**src/rtl/ssp_fifo_if.sv**
```systemverilog
`default_nettype none
// +--------------------------------------------------------------------------+
// | ssp_fifo_if : push/pop handshake and status bundle for ssp_fifo           |
// | Rev 1.0 -- initial release                                               |
// +--------------------------------------------------------------------------+
interface ssp_fifo_if #(
  parameter int WIDTH = 8,
  parameter int DEPTH = 4
);
  localparam int c_CW = $clog2(DEPTH) + 1;

  logic             WR_EN;
  logic [WIDTH-1:0] WR_DATA;
  logic             RD_EN;
  logic             ERR_CLR;
  logic [WIDTH-1:0] RD_DATA;
  logic             FULL;
  logic             EMPTY;
  logic [c_CW-1:0]  COUNT;
  logic             INTR;
  logic             OVERFLOW;
  logic             UNDERFLOW;

  modport master (
    output WR_EN, WR_DATA, RD_EN, ERR_CLR,
    input  RD_DATA, FULL, EMPTY, COUNT, INTR, OVERFLOW, UNDERFLOW
  );

  modport slave (
    input  WR_EN, WR_DATA, RD_EN, ERR_CLR,
    output RD_DATA, FULL, EMPTY, COUNT, INTR, OVERFLOW, UNDERFLOW
  );
endinterface
`default_nettype wire

```
**src/rtl/ssp_fifo.sv**
```systemverilog
`default_nettype none
// +--------------------------------------------------------------------------+
// | ssp_fifo : first-word fall-through circular FIFO with sticky error flags |
// | Rev 1.0 -- initial release                                               |
// +--------------------------------------------------------------------------+
module ssp_fifo #(
  parameter int WIDTH = 8,
  parameter int DEPTH = 4
) (
  input  wire logic   PCLK,
  input  wire logic   CLEAR_B,
  ssp_fifo_if.slave   bus
);
  localparam int c_AW = $clog2(DEPTH);
  localparam int c_CW = c_AW + 1;

  logic [WIDTH-1:0] r_mem [DEPTH];
  logic [c_AW-1:0]  r_wr_ptr;
  logic [c_AW-1:0]  r_rd_ptr;
  logic [c_CW-1:0]  r_count;
  logic             r_overflow;
  logic             r_underflow;

  logic w_full;
  logic w_empty;
  logic w_push;
  logic w_pop;

  assign w_full  = (r_count == c_CW'(DEPTH));
  assign w_empty = (r_count == '0);
  assign w_pop   = bus.RD_EN && !w_empty;
  // A full FIFO still takes a push when the head leaves on the same edge.
  assign w_push  = bus.WR_EN && (!w_full || w_pop);

  always_ff @(posedge PCLK) begin
    if (w_push) begin
      r_mem[r_wr_ptr] <= bus.WR_DATA;
    end
  end

  always_ff @(posedge PCLK or negedge CLEAR_B) begin
    if (!CLEAR_B) begin
      r_wr_ptr    <= '0;
      r_rd_ptr    <= '0;
      r_count     <= '0;
      r_overflow  <= 1'b0;
      r_underflow <= 1'b0;
    end else begin
      if (w_push) begin
        r_wr_ptr <= r_wr_ptr + c_AW'(1);
      end
      if (w_pop) begin
        r_rd_ptr <= r_rd_ptr + c_AW'(1);
      end
      case ({w_push, w_pop})
        2'b10:   r_count <= r_count + c_CW'(1);
        2'b01:   r_count <= r_count - c_CW'(1);
        default: r_count <= r_count;
      endcase
      // A fresh error wins over a simultaneous clear.
      r_overflow  <= (r_overflow  && !bus.ERR_CLR) || (bus.WR_EN && !w_push);
      r_underflow <= (r_underflow && !bus.ERR_CLR) || (bus.RD_EN && !w_pop);
    end
  end

  assign bus.RD_DATA   = w_empty ? '0 : r_mem[r_rd_ptr];
  assign bus.FULL      = w_full;
  assign bus.EMPTY     = w_empty;
  assign bus.COUNT     = r_count;
  assign bus.INTR      = w_full;
  assign bus.OVERFLOW  = r_overflow;
  assign bus.UNDERFLOW = r_underflow;
endmodule
`default_nettype wire
```
**src/flat_wrapper.sv**
```systemverilog
// flat-port wrapper written by rule: the top's interface ports become plain ports
module ssp_fifo_flat 
#(
  parameter int WIDTH = 8,
  parameter int DEPTH = 4
)
  (PCLK, CLEAR_B, bus_WR_EN, bus_WR_DATA, bus_RD_EN, bus_ERR_CLR, bus_RD_DATA, bus_FULL, bus_EMPTY, bus_COUNT, bus_INTR, bus_OVERFLOW, bus_UNDERFLOW);
  ssp_fifo_if #(.WIDTH(WIDTH), .DEPTH(DEPTH)) bus_i ();
  input  wire logic PCLK;
  input  wire logic CLEAR_B;
  input wire logic [$bits(bus_i.WR_EN)-1:0] bus_WR_EN;
  input wire logic [$bits(bus_i.WR_DATA)-1:0] bus_WR_DATA;
  input wire logic [$bits(bus_i.RD_EN)-1:0] bus_RD_EN;
  input wire logic [$bits(bus_i.ERR_CLR)-1:0] bus_ERR_CLR;
  output wire logic [$bits(bus_i.RD_DATA)-1:0] bus_RD_DATA;
  output wire logic [$bits(bus_i.FULL)-1:0] bus_FULL;
  output wire logic [$bits(bus_i.EMPTY)-1:0] bus_EMPTY;
  output wire logic [$bits(bus_i.COUNT)-1:0] bus_COUNT;
  output wire logic [$bits(bus_i.INTR)-1:0] bus_INTR;
  output wire logic [$bits(bus_i.OVERFLOW)-1:0] bus_OVERFLOW;
  output wire logic [$bits(bus_i.UNDERFLOW)-1:0] bus_UNDERFLOW;
  assign bus_i.WR_EN = bus_WR_EN;
  assign bus_i.WR_DATA = bus_WR_DATA;
  assign bus_i.RD_EN = bus_RD_EN;
  assign bus_i.ERR_CLR = bus_ERR_CLR;
  assign bus_RD_DATA = bus_i.RD_DATA;
  assign bus_FULL = bus_i.FULL;
  assign bus_EMPTY = bus_i.EMPTY;
  assign bus_COUNT = bus_i.COUNT;
  assign bus_INTR = bus_i.INTR;
  assign bus_OVERFLOW = bus_i.OVERFLOW;
  assign bus_UNDERFLOW = bus_i.UNDERFLOW;
  ssp_fifo #(.WIDTH(WIDTH), .DEPTH(DEPTH)) u_core (.PCLK(PCLK), .CLEAR_B(CLEAR_B), .bus(bus_i));
endmodule
```
**config.mk**
```make
export PLATFORM = sky130hd
export DESIGN_NAME = ssp_fifo_flat
export DESIGN_NICKNAME = d
export VERILOG_FILES = /design/src/rtl/ssp_fifo_if.sv /design/src/rtl/ssp_fifo.sv /design/src/flat_wrapper.sv
export SDC_FILE = /design/constraint.sdc
export NUM_CORES = 1
export LEC_CHECK = 0
export BUFFER_PORTS_ARGS = -buffer_cell sky130_fd_sc_hd__buf_2
export CAP_MARGIN = 20
export CORE_MARGIN = 4
export CORE_UTILIZATION = 54
export CTS_BUF_LIST = sky130_fd_sc_hd__clkbuf_2
export CTS_CLUSTER_DIAMETER = 80
export DETAILED_ROUTE_END_ITERATION = 10
export MAX_ROUTING_LAYER = met4
export PLACE_DENSITY = 0.82
export SLEW_MARGIN = 20
export SYNTH_ARGS = -nofsm -noshare
export SYNTH_HDL_FRONTEND = slang
export SYNTH_SLANG_ARGS = --single-unit
```
**constraint.sdc**
```tcl
create_clock -name PCLK -period 2.9 [get_ports PCLK]
set_input_delay 0.435 -clock PCLK [delete_from_list [all_inputs] [get_ports PCLK]]
set_output_delay 0.435 -clock PCLK [all_outputs]
set_load 0.1 [all_outputs]
```
==> run_results.csv <==
group,metric,value,unit
run_status,status,"finished, final reports clean",
clocking,clk_latency,0.38,ns
timing,fin_crit_sh,89.15,%
timing,finalHoldViolCount,0,
synth,netlist_instances,99,
synth,synthArstFlopShare,21.95,%
finish,stdcell_count,177,
clocking,cts_resized,0,
timing,fin_skew,0.01336,ns
timing,rsz0062_at_grt,"no",
route,vias_per_cell,5.040,
setup_path,worstPathMaxFanout,10,
placed_design,port_buffers,28,
setup_path,criticalPathCategory,"reg -> out",
timing,setup-tns-final,0,ns
worst_hold_path,hold_class,"in -> reg",
clocking,path_clk_slew,0.18,ns
synth,synth_area,1730,sq um
floorplanning,dieWidth,64.61,um
placed_design,placed_cells,168,
clocking,cts_setup_buffers,0,
synth,ys_seq_elements,41,
synth,syn_avg_cell_area,17.48,sq um
route,vias,892,
grt,grt_pass1_vias,986,
timing,fmax,386.8,MHz
setup_path,arrival,2.15,ns
clocking,clock-sinks,41,
floorplanning,core_area,3053,sq um
synth,ys_types,22,
grt,grt_max_degree,13,
synth,synth_most_common_cell,"edfxtp_1",
timing,relSlewSlack,60.93,%
finish,seq_area,1190,sq um
grt,grtUsageTotal,16.06,%
synth,synthesis.nets,118,
finish,fin_nets,151,
finish,syn2layout_area_growth,14.10,%
clocking,cts_tree,"built",
floorplanning,die_h,64.61,um
timing,setup_viol,0,
clocking,cts_max_path_buffers,2,
clocking,ctsHoldBuffers,1,
floorplanning,rows,20,
setup_path,end_kind,"primary output",
timing,worst_hold_slack,0.2466,ns
clocking,cts_htree_levels,2,
setup_path,cp-start-kind,"register",
route,drcViolationCount,0,
timing,worstMarginPinSlew,0.5860,ns
route,wl_per_cell,16.15,um
floorplanning,dieArea,4174,sq um
synth,synth_area_leaders,"edfxtp_1 (56%), dfrtp_1 (13%), mux4_2 (10%)",
synth,ys_seq_area_share,68.55,%
finish,multiInputGateArea,494.2,sq um
grt,grt_first_pass_wirelength,4795,um
synth,synth_ff_type,"edfxtp_1",
grt,grt_overflow_total,0,
placed_design,dp.final_hpwl,2066,um
clocking,ctsRootBufferMaster,"clkbuf_2",
setup_path,crit_required,2.47,ns
route,dr.pass1.iters,4,
synth,synth_edf_count,32,
flow_run,maxCapViolCount,0,
finish,n_antenna_cell,0,
route,drtIter0Drc,36,
floorplanning,initial_core_util,56.68,%
clocking,numCtsBuffers,5,
synth,ys_warn_count,0,
route,antenna_left,0,
synth,synth_common_cells,"edfxtp_1 (32), inv_1 (10), dfrtp_1 (9), nor2b_1 (9), mux4_2 (8)",
finish,layout-drive-gt1-share,43.61,%
synth,yosysTopAreaCell,"edfxtp_1",
finish,n_fill_cell,246,
route,drt-total-wl,2859,um
synth,synth_top_area_share,55.53,%
grt,antenna_found_initial,0,
floorplanning,pin_count,29,
timing,fin_crit,2.585,ns
timing,slew_viol_final,0,
placed_design,place.gp.congestion,0.7890,
==> critical path, cell delays in order, from the launching register on <==
cell,delay (ns)
dfrtp_1,0.75
mux4_2,0.58
nor2b_2,0.16
buf_2,0.29
==> flip-flops by register name, indices dropped and copies added (netlist names) <==
signal	cells
u_core.bus.UNDERFLOW	1
u_core.r_wr_ptr	2
u_core.bus.COUNT	3
u_core.r_mem	32
u_core.bus.OVERFLOW	1
u_core.r_rd_ptr	2
==> layer usage <==
| layer | vias to the layer above | part of all wire, % | wire [um] | track usage (%) |
|---|---|---|---|---|
| met1 | 448 | 41 | 1161 | 18.24 |
| met4 | 0 | 0.94 | 27 | 4.222 |
| met2 | 22 | 54 | 1548 | 27.84 |
| met3 | 4 | 4.3 | 122 | 4.853 |
| li1 | 418 | - | - | - |
| met5 | - | 0 | 0 | - |
==> through the flow <==
step / util [%] / worst slack (ns) / cell area [sq um]
detailed placement: 63.03 / 0.6656 / 1924
global route: 64.67 / 0.1398 / 1974
CTS: 64.67 / 0.2609 / 1974
floorplan: - / -0.3474 / 1743
finish: 64.67 / 0.3146 / 1974
global placement: 63.03 / 0.7002 / 1924
==> layout make-up <==
class	count	area share, %
Clock buffer	7	1.774
Clock inverter	1	0.2535
Inverter	10	1.901
Multi-Input combinational cell	44	25.03
Sequential cell	41	60.27
Tap cell	44	2.788
Timing Repair Buffer	30	7.985
==> cell families (layout without fill, tap and decap cells) <==
kind of cell               after synthesis  after routing  synth area share, %
muxes                                   10             10                11.86
adders and majority gates                6              6                4.772
and+or+nand+nor                         19             19                6.797
DFF                                     41             41                68.55
buffers and inverters                   14             48                3.326
AOI/OAI and AO/OA                        3              3                1.663
xor gates and xnor gates                 6              6                3.037
==> final timing paths <==
kind                                startpoint             endpoint  slack, ns  depth (start not counted)
min reg2reg                u_core.bus.COUNT[2]  u_core.bus.COUNT[2]       0.51                          1
max in group asynchronous              CLEAR_B  u_core.bus.COUNT[1]       2.29                          2
max                         u_core.r_rd_ptr[0]       bus_RD_DATA[2]       0.31                          3
min                                bus_ERR_CLR  u_core.bus.OVERFLOW       0.25                          2
max reg2reg                u_core.bus.COUNT[0]  u_core.bus.COUNT[2]       0.65                          9
min in group asynchronous              CLEAR_B  u_core.bus.COUNT[2]       0.42                          2
==> layout by cell type, fill, tap and decap left out, types with 2 or more instances in the layout <==
cell,synthesis,final
edfxtp_1,32,32
buf_2,1,28
inv_1,10,10
mux4_2,8,8
clkbuf_2,0,7
nor2b_1,9,6
dfrtp_1,9,6
ha_1,5,5
and2_2,4,4
xor2_1,4,4
nor2b_2,0,3
dfrtp_2,0,3
nand2_1,2,2
nor2_1,2,2
xnor2_1,2,2
Power is left out: the tool's default activity adds up to more than one toggle a clock period on the data nets, which glitch-free logic cannot reach.
